--- config.mk ---
export PLATFORM = sky130hd
export DESIGN_NAME = logic1_seq_controller_flat
export DESIGN_NICKNAME = d
export VERILOG_FILES = /design/src/rtl/logic1_pkg.sv /design/src/rtl/logic1_seq_controller_if.sv /design/src/rtl/logic1_sym_fifo.sv /design/src/rtl/logic1_seq_controller.sv /design/src/flat_wrapper.sv
export SDC_FILE = /design/constraint.sdc
export NUM_CORES = 1
export LEC_CHECK = 0
export CAP_MARGIN = 5
export CORE_UTILIZATION = 50
export CTS_BUF_LIST = sky130_fd_sc_hd__clkbuf_8
export CTS_CLUSTER_SIZE = 14
export DETAILED_ROUTE_END_ITERATION = 10
export PLACE_DENSITY = 0.77
export SLEW_MARGIN = 10
export SYNTH_ARGS = -nofsm -noshare
export SYNTH_HDL_FRONTEND = slang
export SYNTH_SLANG_ARGS = --single-unit
--- constraint.sdc ---
create_clock -name clk -period 2.4 [get_ports clk]
set_input_delay 0.48 -clock clk [delete_from_list [all_inputs] [get_ports clk]]
set_output_delay 0.48 -clock clk [all_outputs]
set_load 0.03 [all_outputs]
--- src/rtl/logic1_pkg.sv ---
// logic1_pkg: shared types and step equations for the logic1 sequencer.
//   SYM_W        : width of an X input symbol and of a Z output symbol
//   fsm_e        : controller states IDLE/RUN/FLUSH/DONE
//   logic1_z     : Mealy output {Z1,Z2} from symbol X and state {S1,S2}
//   logic1_next  : next state {S1',S2'}; depends on X only
package logic1_pkg;

  localparam int SYM_W = 2;

  typedef enum logic [1:0] {
    IDLE  = 2'd0,
    RUN   = 2'd1,
    FLUSH = 2'd2,
    DONE  = 2'd3
  } fsm_e;

  // x = {X1,X2}, s = {S1,S2}
  function automatic logic [SYM_W-1:0] logic1_z(input logic [SYM_W-1:0] x,
                                                input logic [1:0]       s);
    logic z1, z2;
    z1 = s[1];
    z2 = (x[1] & x[0] & ~s[0]) | (x[1] & ~x[0] & s[0]);
    return {z1, z2};
  endfunction

  function automatic logic [1:0] logic1_next(input logic [SYM_W-1:0] x);
    return {~(x[1] ^ x[0]), x[1] ^ x[0]};
  endfunction

endpackage

--- src/rtl/logic1_seq_controller_if.sv ---
// logic1_seq_controller_if: symbol stream in, result stream out.
//   in_valid/in_x/in_ready    : X symbol handshake (producer -> controller)
//   out_valid/out_z/out_ready : {Z1,Z2} result handshake (controller -> consumer)
//   master modport: testbench / surrounding logic; slave modport: controller.
interface logic1_seq_controller_if;
  import logic1_pkg::*;

  logic             in_valid;
  logic [SYM_W-1:0] in_x;
  logic             in_ready;
  logic             out_valid;
  logic [SYM_W-1:0] out_z;
  logic             out_ready;

  modport master (
    output in_valid, in_x, out_ready,
    input  in_ready, out_valid, out_z
  );

  modport slave (
    input  in_valid, in_x, out_ready,
    output in_ready, out_valid, out_z
  );

endinterface

--- src/rtl/logic1_sym_fifo.sv ---
// logic1_sym_fifo: DEPTH x SYM_W symbol FIFO, no bypass.
//   clk/rst : clock, synchronous active-high reset
//   clr     : synchronous flush (pointers and occupancy to zero)
//   push/wdata : write when not full
//   pop/rdata  : rdata is the head entry; pop advances when not empty
//   full/empty : decoded from the registered occupancy count
module logic1_sym_fifo
  import logic1_pkg::*;
#(
  parameter int DEPTH = 4
) (
  input  logic             clk,
  input  logic             rst,
  input  logic             clr,
  input  logic             push,
  input  logic [SYM_W-1:0] wdata,
  input  logic             pop,
  output logic [SYM_W-1:0] rdata,
  output logic             full,
  output logic             empty
);

  localparam int AW = (DEPTH > 1) ? $clog2(DEPTH) : 1;
  localparam logic [AW:0] FULL_CNT = (AW+1)'(DEPTH);

  logic [SYM_W-1:0] mem_q [DEPTH];
  logic [SYM_W-1:0] mem_d [DEPTH];
  logic [AW-1:0]    wr_ptr_q, wr_ptr_d;
  logic [AW-1:0]    rd_ptr_q, rd_ptr_d;
  logic [AW:0]      cnt_q, cnt_d;
  logic             do_push, do_pop;

  assign full    = (cnt_q == FULL_CNT);
  assign empty   = (cnt_q == '0);
  assign rdata   = mem_q[rd_ptr_q];
  assign do_push = push && !full;
  assign do_pop  = pop && !empty;

  // DEPTH is a power of two, so pointer overflow is the modulo wrap.
  always_comb begin
    mem_d    = mem_q;
    wr_ptr_d = wr_ptr_q;
    rd_ptr_d = rd_ptr_q;
    cnt_d    = cnt_q;
    if (do_push) begin
      mem_d[wr_ptr_q] = wdata;
      wr_ptr_d        = wr_ptr_q + AW'(1);
    end
    if (do_pop) rd_ptr_d = rd_ptr_q + AW'(1);
    case ({do_push, do_pop})
      2'b10:   cnt_d = cnt_q + (AW+1)'(1);
      2'b01:   cnt_d = cnt_q - (AW+1)'(1);
      default: cnt_d = cnt_q;
    endcase
    if (clr) begin
      wr_ptr_d = '0;
      rd_ptr_d = '0;
      cnt_d    = '0;
    end
  end

  always_ff @(posedge clk) begin
    if (rst) begin
      wr_ptr_q <= '0;
      rd_ptr_q <= '0;
      cnt_q    <= '0;
    end else begin
      wr_ptr_q <= wr_ptr_d;
      rd_ptr_q <= rd_ptr_d;
      cnt_q    <= cnt_d;
    end
    mem_q <= mem_d;
  end

endmodule

--- src/rtl/logic1_seq_controller.sv ---
// logic1_seq_controller: framed Mealy sequencer for the logic1 equations.
//   clk, rst   : clock, synchronous active-high reset
//   start      : begin a frame of frame_len symbols (honoured in IDLE only)
//   frame_len  : symbol count, captured with start
//   abort      : flush FIFO, state, output register and return to IDLE
//   bus        : slave side of the symbol-in / result-out handshakes
//   busy       : high in RUN and FLUSH
//   done       : one-cycle pulse at frame completion
//   state_q    : registered {S1,S2}
module logic1_seq_controller
  import logic1_pkg::*;
#(
  parameter int DEPTH = 4,
  parameter int CNT_W = 8
) (
  input  logic                    clk,
  input  logic                    rst,
  input  logic                    start,
  input  logic [CNT_W-1:0]        frame_len,
  input  logic                    abort,
  logic1_seq_controller_if.slave  bus,
  output logic                    busy,
  output logic                    done,
  output logic [1:0]              state_q
);

  fsm_e             fsm_q, fsm_d;
  logic [CNT_W-1:0] rem_q, rem_d;
  logic [1:0]       state_d;
  logic             out_valid_q, out_valid_d;
  logic [SYM_W-1:0] out_z_q, out_z_d;
  logic             busy_q, busy_d;
  logic             done_q, done_d;

  logic             fifo_full, fifo_empty;
  logic [SYM_W-1:0] fifo_rdata;
  logic             push, pop, out_free;

  // in_ready comes from registered occupancy only, so a full FIFO never
  // accepts even if a pop is happening in the same cycle.
  assign bus.in_ready = !fifo_full && !abort;
  assign push         = bus.in_valid && bus.in_ready;
  assign out_free     = !out_valid_q || bus.out_ready;
  assign pop          = (fsm_q == RUN) && !fifo_empty && out_free && !abort;

  logic1_sym_fifo #(.DEPTH(DEPTH)) u_fifo (
    .clk   (clk),
    .rst   (rst),
    .clr   (abort),
    .push  (push),
    .wdata (bus.in_x),
    .pop   (pop),
    .rdata (fifo_rdata),
    .full  (fifo_full),
    .empty (fifo_empty)
  );

  always_comb begin
    fsm_d       = fsm_q;
    rem_d       = rem_q;
    state_d     = state_q;
    out_valid_d = out_valid_q;
    out_z_d     = out_z_q;

    // Drain first; a pop below overrides and keeps out_valid high.
    if (out_valid_q && bus.out_ready) out_valid_d = 1'b0;

    case (fsm_q)
      IDLE: begin
        if (start) begin
          if (frame_len != '0) begin
            fsm_d   = RUN;
            rem_d   = frame_len;
            state_d = 2'b00;
          end else begin
            fsm_d = DONE;
          end
        end
      end
      RUN: begin
        if (pop) begin
          out_z_d     = logic1_z(fifo_rdata, state_q);
          out_valid_d = 1'b1;
          state_d     = logic1_next(fifo_rdata);
          rem_d       = rem_q - CNT_W'(1);
          if (rem_q == CNT_W'(1)) fsm_d = FLUSH;
        end
      end
      FLUSH: begin
        // Frame ends once the last result has been (or is being) taken.
        if (out_free) fsm_d = DONE;
      end
      DONE: fsm_d = IDLE;
      default: fsm_d = IDLE;
    endcase

    if (abort) begin
      fsm_d       = IDLE;
      rem_d       = '0;
      state_d     = 2'b00;
      out_valid_d = 1'b0;
      out_z_d     = '0;
    end

    busy_d = (fsm_d == RUN) || (fsm_d == FLUSH);
    done_d = (fsm_d == DONE);
  end

  always_ff @(posedge clk) begin
    if (rst) begin
      fsm_q       <= IDLE;
      rem_q       <= '0;
      state_q     <= 2'b00;
      out_valid_q <= 1'b0;
      out_z_q     <= '0;
      busy_q      <= 1'b0;
      done_q      <= 1'b0;
    end else begin
      fsm_q       <= fsm_d;
      rem_q       <= rem_d;
      state_q     <= state_d;
      out_valid_q <= out_valid_d;
      out_z_q     <= out_z_d;
      busy_q      <= busy_d;
      done_q      <= done_d;
    end
  end

  assign bus.out_valid = out_valid_q;
  assign bus.out_z     = out_z_q;
  assign busy          = busy_q;
  assign done          = done_q;

endmodule

--- src/flat_wrapper.sv ---
// flat-port wrapper written by rule: the top's interface ports become plain ports
module logic1_seq_controller_flat import logic1_pkg::*;
#(
  parameter int DEPTH = 4,
  parameter int CNT_W = 8
)
  (clk, rst, start, frame_len, abort, busy, done, state_q, bus_in_valid, bus_in_x, bus_out_ready, bus_in_ready, bus_out_valid, bus_out_z);
  logic1_seq_controller_if bus_i ();
  input  logic clk;
  input  logic rst;
  input  logic start;
  input  logic [CNT_W-1:0] frame_len;
  input  logic abort;
  output logic busy;
  output logic done;
  output logic [1:0] state_q;
  input wire logic [$bits(bus_i.in_valid)-1:0] bus_in_valid;
  input wire logic [$bits(bus_i.in_x)-1:0] bus_in_x;
  input wire logic [$bits(bus_i.out_ready)-1:0] bus_out_ready;
  output wire logic [$bits(bus_i.in_ready)-1:0] bus_in_ready;
  output wire logic [$bits(bus_i.out_valid)-1:0] bus_out_valid;
  output wire logic [$bits(bus_i.out_z)-1:0] bus_out_z;
  assign bus_i.in_valid = bus_in_valid;
  assign bus_i.in_x = bus_in_x;
  assign bus_i.out_ready = bus_out_ready;
  assign bus_in_ready = bus_i.in_ready;
  assign bus_out_valid = bus_i.out_valid;
  assign bus_out_z = bus_i.out_z;
  logic1_seq_controller #(.DEPTH(DEPTH), .CNT_W(CNT_W)) u_core (.clk(clk), .rst(rst), .start(start), .frame_len(frame_len), .abort(abort), .bus(bus_i), .busy(busy), .done(done), .state_q(state_q));
endmodule
==> flow_summary_export.csv, run 1 <==
group,metric,value,unit
power,peakVddDrop,0.000280,V
power,power.share.switching,0.261,
clock_tree,clk_latency,290,ps
clock_tree,h-tree-depth,2,
die,initial_core_util,0.536,
placed_design,hpwl,2800,um
setup_path,setup.worst_path.start,"bus_out_ready",
setup_path,reg2reg_slack,80,ps
logic_synthesis,ys_seq_area_frac,0.430,
timing,rsz0062_at_grt,"yes",
logic_synthesis,synth-seq-cells,32,
worst_hold_path,worstHoldStart,"u_core.rem_q[1]",
setup_path,cp-end-kind,"flop",
clock_tree,root_buffer,"clkbuf_8",
setup_path,path_max_fanout,2,
final_layout,drive_above_1_share,0.172,
routing,drc,0,
routing,viasPerCell,5.86,
final_layout,regArea,726,um^2
setup_path,rr_startpoint,"u_core.fsm_q[1]",
logic_synthesis,yosys.area_share.simple,0.195,
timing,clock_skew,6.35,ps
power,leakagePower,0.779,nW
worst_hold_path,hold_end,"u_core.rem_q[1]",
power,seq_power_share,0.506,
power,clkPwrFrac,0.360,
final_layout,fin_util,0.686,
timing,hold_violations,0,
logic_synthesis,ys_warn_count,0,
routing,post_drt_wl_per_cell,15.2,um
clock_tree,cts_tree,"done",
timing,period_needed,2410,ps
logic_synthesis,synthMuxAreaShare,0.0388,
global_routing,grt_usage,0.239,
setup_path,worstSetupStartpointType,"input pin",
power,power,0.00113,W
final_layout,n_antenna_cell,0,
setup_path,r2r_end,"u_core.u_fifo.cnt_q[2]",
die,ios,24,
timing,setup_viol,1,
die,die_h,59.9,um
logic_synthesis,synth-adder-area-share,0.0865,
logic_synthesis,syn_inst,178,
setup_path,cp_slowest_stage_delay,450,ps
logic_synthesis,ys.flop_type,"dfxtp_1",
final_layout,fill_cells,258,
clock_tree,ctsHoldBuffers,0,
power,p_int,0.000836,W
clock_tree,numCtsBuffers,5,
setup_path,cp.required,2610,ps
global_routing,grt-ovfl-total,0,
routing,dr_total_vias,1519,
setup_path,arrival,2620,ps
die,num_rows,20,
global_routing,grt_start_max_net_pins,21,
placed_design,finalWeightedCongestion,0.855,
clock_tree,clk_pin_slew,60,ps
timing,fmax,416,MHz
logic_synthesis,synth_xor_area_frac,0.0209,
global_routing,grt_pass1_wl,6190,um
die,die_area,0.00359,mm^2
routing,drtPass1Iterations,5,
die,die_w,59.9,um
logic_synthesis,ys_types,45,
power,pwr-share-comb,0.134,
setup_path,reg2reg_depth,9,
global_routing,antenna_found_initial,0,
routing,drtIter0Drc,103,
power,switchingPower,0.000296,W
setup_path,slowest_stage,"clkdlybuf4s50_1",
routing,drt-total-wl,3930,um
logic_synthesis,synthesis.area,0.00168,mm^2
run_status,status,"finished, violations left",
run,cap_violations,0,
logic_synthesis,ys_async_sr_fraction,0,
final_layout,final_nets,241,
die,core,0.00313,mm^2
timing,worstMarginPinSlew,716,ps
run_status,violations,"negative setup slack",
clock_tree,clk_path_buf_depth,2,
timing,timing.final.crit_share,1.00,
setup_path,cp_top_family,"simple AND/OR/NAND/NOR gates",
worst_hold_path,whs_path_depth,2,
timing,postLayoutSetupSlackWorst,-6.06,ps
timing,slew_headroom,0.519,
setup_path,path_cells,"clkdlybuf4s50_1 > nor2b_1 > or4_4 > clkinv_4 > ha_4 > inv_1 > fa_2 > xor2_1 > or3_1 > a21oi_2",
logic_synthesis,syn_nets,205,
clock_tree,clock_sinks,32,
global_routing,grt_pass1_vias,1397,
routing,final_antenna_net_count,0,
logic_synthesis,synth_top_family_by_area,"simple AND/OR/NAND/NOR gates",
power,power.density,527,mW/mm^2
final_layout,syn2layout_area_growth,28.0,%
worst_hold_path,hp-class,"reg2reg",
logic_synthesis,synth.avg_cell_area,9.43,um^2
logic_synthesis,synth-compound-area-share,0.183,
final_layout,multi_input_area,906,um^2
logic_synthesis,synth_edf_count,8,
setup_path,crit_type,"in2reg",
setup_path,worst-path-buf-inv,3,
placed_design,io_buffers,23,
timing,finalMaxSlewViolations,0,
-- cell type report --
type / instances / share of cell area
well taps: 44 / 0.0256
clock buffers: 5 / 0.0321
clock inverters: 3 / 0.00874
flip-flops and latches: 32 / 0.338
repair buffers: 35 / 0.150
multi-input cells: 128 / 0.422
inverters: 12 / 0.0233
-- per-stage QoR --
stage	setup TNS (ps)	instance area (um^2)	instances	setup slack [ps]	hold WS, ps
final	-6.06	2150	259	-6.06	485
after global routing	-57.3	2150	259	-57.3	510
after floorplan	-69.8	1720	178	-69.8	453
after CTS	0	2130	258	26.0	484
after detailed placement	-443	2050	250	-270	472
after global placement	-343	2050	250	-229	461
-- per-layer routing --
layer,GRT usage,up-vias,routed length [um]
met2,0.383,87,1840
li1,-,714,-
met1,0.305,709,1700
met3,0.0606,9,320
met4,0.0997,0,68
met5,0,-,0
-- flip-flops by register name, indices dropped and copies added, names as in the netlist, 2 cells and up --
register,count
u_core.u_fifo.cnt_q,3
u_core.u_fifo.rd_ptr_q,2
u_core.state_q,2
u_core.u_fifo.mem_q,8
u_core.rem_q,8
u_core.u_fifo.wr_ptr_q,2
u_core.fsm_q,2
u_core.bus.out_z,2
-- tightest hold or removal path, stage by stage (launching register included) --
cell	delay [ps]
dfxtp_1	320
nand3_1	60
a21oi_1	50
-- cell usage after synthesis (all sizes together) (4+ instances only) --
master	instances	area [um^2]
nor2	26	100
ha	10	125
dfxtp	24	480
nand2	8	30.0
o22ai	4	31.3
edfxtp	8	240
a21oi	18	90.1
and2	5	31.3
inv	11	41.3
o21ai	6	30.0
nor2b	4	25.0
nor3	4	20.0
-- power by group through the flow --
stage / clock [W] / sequential [W] / combinational, W
2_1_floorplan: 0 / 0.000584 / 0.0000838
3_3_place_gp: 0 / 0.000584 / 0.000144
3_5_place_dp: 0 / 0.000585 / 0.000148
4_1_cts: 0.000417 / 0.000573 / 0.000149
5_1_grt: 0.000439 / 0.000574 / 0.000165
6_report: 0.000407 / 0.000573 / 0.000152
-- layout by cell type, fill, tap and decap left out, types with 2 or more instances in the layout --
| cell type | count |
|---|---|
| nor3b_1 | 2 |
| xnor2_1 | 2 |
| o32ai_1 | 3 |
| a32o_1 | 3 |
| a211oi_1 | 2 |
| mux4_2 | 2 |
| clkdlybuf4s50_1 | 22 |
| or3_1 | 2 |
| nor2_1 | 25 |
| buf_4 | 12 |
| clkbuf_8 | 5 |
| a22oi_1 | 2 |
| nand2_1 | 8 |
| a21oi_1 | 17 |
| clkinv_2 | 2 |
| dfxtp_1 | 22 |
| ha_1 | 9 |
| and2_1 | 5 |
| a32oi_1 | 2 |
| o21ai_0 | 6 |
| nor2b_1 | 4 |
| xor2_1 | 2 |
| nand3_1 | 3 |
| o22ai_1 | 3 |
| nor3_1 | 4 |
| nor4_1 | 3 |
| inv_1 | 11 |
| clkinv_4 | 2 |
| edfxtp_1 | 8 |
| mux2i_1 | 2 |
-- cell families after synthesis --
group | after synthesis
AO/OA/AOI/OAI | 45
buffers and inverters | 18
multiplexers | 4
flip-flops | 32
AND/OR/NAND/NOR | 64
XOR/XNOR | 4
adder cells (fa/ha/maj) | 11
-- timing repair --
action | CTS | global route
buffers inserted | 0 | 1
endpoints found under the setup margin | 0 | 2
gates resized for setup | 0 | 2
-- worst max-delay path by stage --
stage	end	cells after the start
floorplan	u_core.u_fifo.cnt_q[2]	11
CTS	u_core.u_fifo.cnt_q[2]	9
global route	u_core.u_fifo.cnt_q[2]	10
finish	u_core.u_fifo.cnt_q[2]	10
global placement	u_core.u_fifo.cnt_q[2]	9
detailed placement	u_core.u_fifo.cnt_q[2]	9
No activity file was read; power rests on OpenSTA's default activity.
==> run 2: changes to the inputs <==
--- a/config.mk
+++ b/config.mk
@@ -6,12 +6,13 @@
 export NUM_CORES = 1
 export LEC_CHECK = 0
 export CAP_MARGIN = 5
-export CORE_UTILIZATION = 50
+export CORE_UTILIZATION = 51
 export CTS_BUF_LIST = sky130_fd_sc_hd__clkbuf_8
 export CTS_CLUSTER_SIZE = 14
 export DETAILED_ROUTE_END_ITERATION = 10
-export PLACE_DENSITY = 0.77
+export PLACE_DENSITY = 0.78
 export SLEW_MARGIN = 10
 export SYNTH_ARGS = -nofsm -noshare
 export SYNTH_HDL_FRONTEND = slang
+export SYNTH_HIERARCHICAL = 1
 export SYNTH_SLANG_ARGS = --single-unit
==> flow_summary_export.csv, run 2 <==
group,metric,value,unit
run_status,status,"finished, final reports clean",
logic_synthesis,synth.avg_cell_area,9.28,um^2
setup_path,reg2reg_depth,13,
setup_path,worst-path-buf-inv,4,
logic_synthesis,ys_seq_area_frac,0.409,
logic_synthesis,syn_nets,217,
clock_tree,numCtsBuffers,5,
clock_tree,root_buffer,"clkbuf_8",
setup_path,cpMostUsedCell,"inv_1",
logic_synthesis,ys_async_sr_fraction,0,
die,die_w,60.8,um
logic_synthesis,yosys-top-cells-area,"dfxtp_1 27%, edfxtp_1 14%, ha_1 7.1%, a21oi_1 5.7%, nor2_1 4.0%",
die,die_area,0.00370,mm^2
timing,setup_viol,0,
logic_synthesis,synth_edf_count,8,
final_layout,layout_common_cells,"22 x dfxtp_1, 21 x clkdlybuf4s50_1, 20 x a21oi_1",
die,die_h,60.8,um
global_routing,antenna_found_initial,0,
power,power.density,545,mW/mm^2
logic_synthesis,ys_types,52,
clock_tree,clock_sinks,32,
placed_design,hpwl,3060,um
timing,hold_violations,0,
timing,worstMarginPinSlew,623,ps
timing,clock_skew,7.12,ps
final_layout,reg_top3,"u_core/rem_q x8, u_core/u_fifo/mem_q x8, u_core/u_fifo/cnt_q x3",
logic_synthesis,ys_top_cells_by_count,"24 x dfxtp_1, 20 x a21oi_1, 19 x nor2_1",
logic_synthesis,ys_warn_count,6,
power,peakVddDrop,0.000624,V
timing,postLayoutSetupSlackWorst,37.3,ps
clock_tree,cts_tree,"done",
final_layout,final_nets,257,
setup_path,cp_slowest_stage_delay,400,ps
global_routing,grt-ovfl-total,0,
setup_path,crit_end,"u_core/u_fifo/cnt_q[2]",
global_routing,grt_pass1_wl,6780,um
timing,timing.final.crit_share,0.984,
logic_synthesis,synth-seq-cells,32,
setup_path,crit_type,"reg2reg",
timing,period_needed,2360,ps
logic_synthesis,synth.most_common_cell,"dfxtp_1",
setup_path,path_max_fanout,4,
final_layout,fill_cells,236,
clock_tree,ctsHoldBuffers,0,
placed_design,io_buffers,23,
clock_tree,h-tree-depth,2,
logic_synthesis,synthesis.area,0.00176,mm^2
final_layout,syn2layout_area_growth,29.3,%
final_layout,n_antenna_cell,0,
setup_path,crit_cells,13,
power,leakagePower,0.874,nW
routing,drt-total-wl,4060,um
setup_path,slowest_stage,"or3b_4",
final_layout,fin_util,0.723,
routing,dr_total_vias,1561,
setup_path,cp_top_family,"simple AND/OR/NAND/NOR gates",
setup_path,cp.required,2610,ps
routing,drtPass1Iterations,4,
logic_synthesis,syn_inst,190,
final_layout,final_common_cell,"dfxtp_1",
timing,fmax,423,MHz
die,ios,24,
setup_path,setup.worst_path.start,"u_core/u_fifo/cnt_q[0]",
setup_path,path_cells,"or3b_4 > clkinv_2 > nor2_4 > and2_4 > inv_1 > nor2_1 > inv_1 > ha_2 > inv_1 > fa_2 > xor2_1 > or3_1 > a21oi_1",
setup_path,worstSetupStartpointType,"flop",
die,num_rows,20,
global_routing,grt_pass1_vias,1480,
routing,post_drt_wl_per_cell,14.8,um
setup_path,r2r_end,"u_core/u_fifo/cnt_q[2]",
clock_tree,clk_pin_slew,70,ps
logic_synthesis,synth_area_leader_cell,"dfxtp_1",
timing,rsz0062_at_grt,"yes",
placed_design,pre_cts_ws,-360,ps
placed_design,finalWeightedCongestion,0.912,
clock_tree,clk_latency,290,ps
run,cap_violations,0,
timing,slew_headroom,0.581,
global_routing,grt_start_max_net_pins,16,
final_layout,drive_above_1_share,0.203,
logic_synthesis,ys.flop_type,"dfxtp_1",
routing,final_antenna_net_count,0,
setup_path,arrival,2570,ps
timing,finalMaxSlewViolations,0,
die,initial_core_util,0.559,
routing,drtIter0Drc,108,
routing,viasPerCell,5.68,
die,core,0.00315,mm^2
setup_path,cp-end-kind,"flop",
clock_tree,clk_path_buf_depth,2,
setup_path,rr_startpoint,"u_core/u_fifo/cnt_q[0]",
setup_path,reg2reg_slack,40,ps
worst_hold_path,hp-class,"reg2reg",
routing,drc,0,
global_routing,grt_usage,0.258,
logic_synthesis,synth_top_area_frac,0.273,
-- run 2: cell types whose count changed in the layout (fill, tap and decap cells not counted), moves of 4 or more --
| cell | change |
|---|---|
| nand3_1 | +4 |
| buf_4 | +7 |
| nand2_1 | +5 |
| and3_1 | +4 |
| nor2_1 | -8 |
-- run 2: cells by family after synthesis --
family,after synthesis,share of synthesized area
AND/OR/NAND/NOR,72,0.221
AO/OA/AOI/OAI,47,0.182
XOR/XNOR,2,0.00994
adder cells (fa/ha/maj),11,0.0823
flip-flops,32,0.409
multiplexers,4,0.0369
buffers and inverters,22,0.0589
-- run 2: power by group --
part           leakage (nW)  switching [W]  internal [W]
logic                 0.547      0.0000893     0.0000794
clock network        0.0593       0.000197      0.000303
registers             0.268     0.00000885      0.000564
-- run 2: per-stage QoR --
step	total power (W)	TNS [ps]	cell area (um^2)	hold slack, ps	cells
after global placement	0.000741	-386	2140	441	266
after CTS	0.00124	0	2260	471	274
final	0.00124	0	2280	473	275
after detailed placement	0.000747	-589	2140	461	266
after global routing	0.00129	-69.0	2280	494	275
after floorplan	0.000680	0	1780	439	190
-- run 2: per-layer routing --
layer | routed length [um] | part of all wire | GRT usage
met1 | 1790 | 0.44 | 0.312
met5 | 0 | 0 | 0
met3 | 221 | 0.054 | 0.0704
met2 | 1970 | 0.49 | 0.427
met4 | 78 | 0.019 | 0.117
-- run 2: how the worst min path moves through the flow --
stage                               end  cells past startpoint           startpoint  slack (ps)
floorplan               u_core/rem_q[7]                      2      u_core/rem_q[7]         440
global placement    u_core/bus.out_z[1]                      2  u_core/bus.out_z[1]         440
detailed placement      u_core/rem_q[7]                      2      u_core/rem_q[7]         460
CTS                     u_core/rem_q[7]                      2      u_core/rem_q[7]         470
global route            u_core/rem_q[7]                      2      u_core/rem_q[7]         490
finish                  u_core/rem_q[7]                      2      u_core/rem_q[7]         470
-- run 2: tightest hold or removal path: cells and delay by family, from the launching register on --
family,cells,cell delay (ps)
compound gates,1,50
flops,1,320
simple gates,1,50
-- run 2: final cells by class --
class	count	area [um^2]	share of cell area
clock buffer	5	68.8	0.0302
clock inverter	3	38.8	0.0170
inverter	13	50.0	0.0220
multi-input combinational	136	971	0.426
sequential	32	723	0.317
tap	44	55.1	0.0241
timing repair buffer	42	373	0.164
-- run 2: what timing repair did --
item,CTS,global route
endpoints found under the hold margin,0,0
setup endpoints to repair,1,1
resized for setup,5,4
setup buffers,0,1
==> variant 1 (flow settings as in run 2) <==
`DEPTH` is set to 4 in 3 places; all go to 8.
--- a/src/rtl/logic1_sym_fifo.sv
+++ b/src/rtl/logic1_sym_fifo.sv
@@ -7,7 +7,7 @@
 module logic1_sym_fifo
   import logic1_pkg::*;
 #(
-  parameter int DEPTH = 4
+  parameter int DEPTH = 8
 ) (
   input  logic             clk,
   input  logic             rst,
--- a/src/rtl/logic1_seq_controller.sv
+++ b/src/rtl/logic1_seq_controller.sv
@@ -10,7 +10,7 @@
 module logic1_seq_controller
   import logic1_pkg::*;
 #(
-  parameter int DEPTH = 4,
+  parameter int DEPTH = 8,
   parameter int CNT_W = 8
 ) (
   input  logic                    clk,
--- a/src/flat_wrapper.sv
+++ b/src/flat_wrapper.sv
@@ -1,7 +1,7 @@
 // flat-port wrapper written by rule: the top's interface ports become plain ports
 module logic1_seq_controller_flat import logic1_pkg::*;
 #(
-  parameter int DEPTH = 4,
+  parameter int DEPTH = 8,
   parameter int CNT_W = 8
 )
   (clk, rst, start, frame_len, abort, busy, done, state_q, bus_in_valid, bus_in_x, bus_out_ready, bus_in_ready, bus_out_valid, bus_out_z);
Behaviour: not the same (a bounded check fails within 10 cycles, from zero or initial values and one cycle with rst high).
==> variant 1 against run 2 <==
- hold slack lost 0.014 ns
- final area up 23%
- wire length up 14%
- critical path depth shrank 2
- clock power shrank 2%
- sequential cell count increased by 11
- total power up 16%
- area after synthesis rose by 28%
- critical endpoint is now u_core/u_fifo/cnt_q[1]
- worst setup slack better by 0.076 ns
- global-route usage is 4.0 points lower
- via count up 15%
- die area increased by 27%
==> variant 1: results (changes against run 2) <==
DP Cell Count - 312 (+17%)
VDD IR-drop max - 0.2891 mV (-54%)
Post-synth EDFFs - 16 (+8)
Slew @ Worst Pin - 0.6404 ns (+0.01706 ns)
WHS Endpoint - u_core/bus.out_z[1]
Reg2reg start - u_core/u_fifo/cnt_q[2]
Reg2reg path depth - 11 (-2)
Worst Path Arrival - 2.47 ns (-0.10 ns)
Synth Area in XOR/XNOR - 1.946% (+0.95 points)
DR vias - 1,793 (+15%)
Combinational Power - 176 uW (+4%)
I/O Buffers - 23 (unchanged)
Total GRT Usage - 21.78% (-4.0 points)
Outcome - finished, final reports clean
Worst R2R Setup Slack - 0.11 ns (+0.08 ns)
Hold wc startpoint - u_core/bus.out_z[1]
Worst Path Max Fanout - 4 (unchanged)
Layout cell share with drive strength beyond 1 - 23.70% (+3.4 points)
First-pass GRT wire length - 7.307 mm (+7.7%)
Mean Syn Cell Area - 10.14 um2 (+9.3%)
Resized cells post-CTS - 0 (-5)
Total design power - 1.439 mW (+16%)
Post-Synth Adder-Cell Area - 6.448% (-1.8 points)
Vias in the first global route - 1,636 (+11%)
DP HPWL - 3.495 mm (+14%)
Syn_nets - 249 (+15%)
WL/cell - 14.41 um (-2.4%)
Mux share of post-synthesis cell area - 6.337% (+2.6 points)
Synth cell types - 50 (-3.8%)
Synth cell count leaders - 31 x nor2_1, 27 x dfxtp_1, 19 x a21oi_1, 16 x edfxtp_1, 16 x nand2_1
Min Hold Slack - 0.4594 ns (-0.01375 ns)
Compound-gate portion of the synthesized area - 15.01% (-3.2 points)
Leak - 1.049 nW (+20%)
Largest regs - u_core/u_fifo/mem_q (16), u_core/rem_q (8), u_core/u_fifo/cnt_q (4)
DP Area - 2688 um2 (+25%)
Sequential share of the synthesized area - 45.36% (+4.5 points)
Reg2reg end - u_core/u_fifo/cnt_q[1]
Worst Skew - 0.007958 ns (+0.0008350 ns)
Cell Int Power - 1.086 mW (+15%)
-- variant 1: cell count changes in the layout (fill, tap and decap cells not counted), moves of 3 or more --
cell	before	now
a21oi_2	1	4
and3_1	4	0
buf_4	19	28
dfxtp_1	22	26
edfxtp_1	8	16
inv_1	12	8
nand2_1	13	16
nor2_1	17	30
o21ai_0	4	1
-- variant 1: metal layers --
metal | GRT usage (%) | share of wire, %
met5 | 0 | 0
met4 | 9.635 | 1.6
met3 | 4.500 | 6.2
met2 | 31.99 | 44
met1 | 30.62 | 48
-- variant 1: layout make-up --
type	count	area [um2]	share of cell area, %
tap	50	62.56	2.231
clock buffer	6	82.58	2.945
inverter	9	33.78	1.205
multi-input combinational	160	1156	41.23
clock inverter	2	16.27	0.5801
timing repair buffer	50	430.4	15.35
sequential	43	1022	36.46
-- variant 1: how the worst max path moves through the flow --
stage                                      start                      to  slack [ns]  depth (start not counted)
after floorplan           u_core/u_fifo/cnt_q[2]  u_core/u_fifo/cnt_q[3]      0.0007                         11
after global placement                     abort  u_core/u_fifo/cnt_q[3]       -0.13                         11
after detailed placement                   abort  u_core/u_fifo/cnt_q[3]       -0.20                         11
after CTS                 u_core/u_fifo/cnt_q[3]  u_core/u_fifo/cnt_q[2]        0.06                         12
after global routing      u_core/u_fifo/cnt_q[1]  u_core/u_fifo/cnt_q[3]      -0.009                         12
final                     u_core/u_fifo/cnt_q[2]  u_core/u_fifo/cnt_q[1]        0.11                         11
-- variant 1: critical path, cell delays in order (launching register included) --
cell     delay (ns)
dfxtp_1        0.33
or4b_4         0.54
inv_1          0.08
nor2_2         0.04
and2_4         0.16
nand2_4        0.07
ha_4           0.15
inv_1          0.06
fa_2           0.54
nor2_1         0.05
a21oi_1        0.11
nor2_1         0.06
==> variant 2 (config.mk and constraints of run 2) <==
Made on the original files. Make the reset (`rst`) asynchronous in one clocked block. Comments in the files are not updated.
--- a/src/rtl/logic1_seq_controller.sv
+++ b/src/rtl/logic1_seq_controller.sv
@@ -106,7 +106,7 @@
     done_d = (fsm_d == DONE);
   end
 
-  always_ff @(posedge clk) begin
+  always_ff @(posedge clk or posedge rst) begin
     if (rst) begin
       fsm_q       <= IDLE;
       rem_q       <= '0;
Behaviour: differs if rst is asserted again (counterexample within 4 cycles, from zero or initial values and one cycle with rst high); with rst held inactive, the same outputs for 4 cycles.
==> variant 2 against run 2 <==
- first-iteration DRC count is 11% higher
- wire length is 1.0% lower
- critical path type unchanged
- sequential share of layout area is 2.6 points higher
- sequential cell count stayed put
- final area is 3.7% higher
- critical endpoint unchanged
- total power is 1.7% higher
- largest cell class unchanged
- area after synthesis is 1.8% higher
- worst setup slack worse by 0.0070 ns
- largest power group unchanged
==> variant 2: results (changes against run 2) <==
# nets final - 254 (-1.2%)
Post-Place Worst Slack - -0.3638 ns (-0.003709 ns)
Sequential share of the synthesized area - 44.88% (+4.0 points)
Met3 wire len - 224 um (+1.4%)
Num CTS Buffers - 5 (unchanged)
GPL Wtd Cong - 0.8619 (-5.5%)
Met3 track demand over resource - 6.933% (-0.10 points)
Outcome - finished, final reports clean
VDD IR-drop max - 0.4091 mV (-34%)
Met2 usage - 42.39% (-0.31 points)
Slew Limit Headroom - 54.70% (-3.4 points)
Largest net degree at the start of global routing - 18 (+2)
Worst skew pair latency - 0.29 ns (about the same)
DP HPWL - 3.103 mm (+1.5%)
Drt first pass iters - 7 (+3)
DRT met1 WL - 1.601 mm (-10%)
Layout cell share with drive strength beyond 1 - 24.12% (+3.8 points)
Leak - 0.9868 nW (+13%)
Hold/Removal Path Class - reg2reg
DR vias - 1,540 (-1.3%)
DP Cell Count - 265 (-0.38%)
WL/cell - 14.67 um (-0.65%)
Slowest cell on the critical path - dfxtp_2
Mean Syn Cell Area - 9.920 um2 (+6.9%)
Total GRT Usage - 24.27% (-1.5 points)
Sw Share - 28.53% (+4.8 points)
Worst Skew - 0.008608 ns (+0.001485 ns)
Max Root-Sink Buffers - 2 (unchanged)
Vias in the first global route - 1,509 (+2.0%)
CP peak stage delay - 0.36 ns (-0.04 ns)
First-pass GRT wire length - 6.458 mm (-4.8%)
Worst Path Max Fanout - 4 (unchanged)
I/O Buffers - 23 (unchanged)
Synth warn - 6 (unchanged)
Final WL - 4.019 mm (-1.0%)
Crit-path leading delay family - simple AND/OR/NAND/NOR gates
Largest regs - u_core/rem_q (8), u_core/u_fifo/mem_q (8), u_core/u_fifo/cnt_q (3)
Syn_nets - 208 (-4.1%)
DP Area - 2247 um2 (+4.9%)
Post-synth ARST share - 53.13% (+53 points)
GRT met1 Usage - 27.24% (-4.0 points)
Clock power share - 30.8% (-9.5 points)
Worst Path Arrival - 2.58 ns (about the same)
Comb pwr share - 21.3% (+7.7 points)
Synth cell types - 51 (-1.9%)
Max layer used - met4
Cell Int Power - 902.3 uW (-4.7%)
Metal2 WL - 2.088 mm (+5.8%)
Area contributors post-synth - dfrtp_1 24%, edfxtp_1 13%, dfxtp_1 7.8%
Initial DRC count - 120 (+11%)
Synth cell count leaders - 21 x nor2_1, 17 x dfrtp_1, 16 x inv_1, 14 x a21oi_1, 10 x ha_1
Clk pin slew, worst setup/hold paths - 0.07 ns (about the same)
-- variant 2: changes by cell type after synthesis, moves of 3 or more --
cell / run 2 / this run
dfxtp_1: 24 / 7
nand3_1: 7 / 2
dfrtp_1: 0 / 17
inv_1: 11 / 16
nand2_1: 13 / 6
a21boi_0: 3 / 0
o22ai_1: 0 / 3
a21oi_1: 20 / 14
o32ai_1: 6 / 2
nor2b_1: 6 / 3
-- variant 2: repair_timing --
item	CTS	global route
resized for setup	6	2
setup endpoints to repair	1	2
buffers inserted	1	0
pin swaps	2	1
endpoints found under the hold margin	0	0
hold buffers	0	0
-- variant 2: layout make-up --
type | count | area (um2)
timing repair buffer | 47 | 409.1
clock buffer | 5 | 68.82
fill | 267 | 999.7
inverter | 17 | 68.82
tap | 46 | 57.56
multi-input combinational | 124 | 934.6
sequential | 32 | 812.0
clock inverter | 3 | 12.51
-- variant 2: worst paths after layout --
path / slack [ns] / to / start / cells after the start
max: 0.03 / u_core/u_fifo/cnt_q[2] / u_core/u_fifo/cnt_q[1] / 11
min: 0.48 / u_core/bus.out_z[0] / u_core/bus.out_z[0] / 2
max reg2reg: 0.03 / u_core/u_fifo/cnt_q[2] / u_core/u_fifo/cnt_q[1] / 11
min reg2reg: 0.48 / u_core/bus.out_z[0] / u_core/bus.out_z[0] / 2
max in group asynchronous: 1.29 / u_core/bus.out_z[0] / rst / 2
min in group asynchronous: 0.67 / u_core/fsm_q[1] / rst / 2
-- variant 2: cell families after synthesis --
group                      after synthesis  share of synthesized area, %
AOI/OAI and AO/OA                       45                         17.49
xor gates and xnor gates                 2                        0.9758
muxes                                    3                         3.066
buffers and inverters                   25                         6.132
DFF                                     32                         44.88
and+or+nand+nor                         63                         19.37
adders and majority gates               11                         8.084
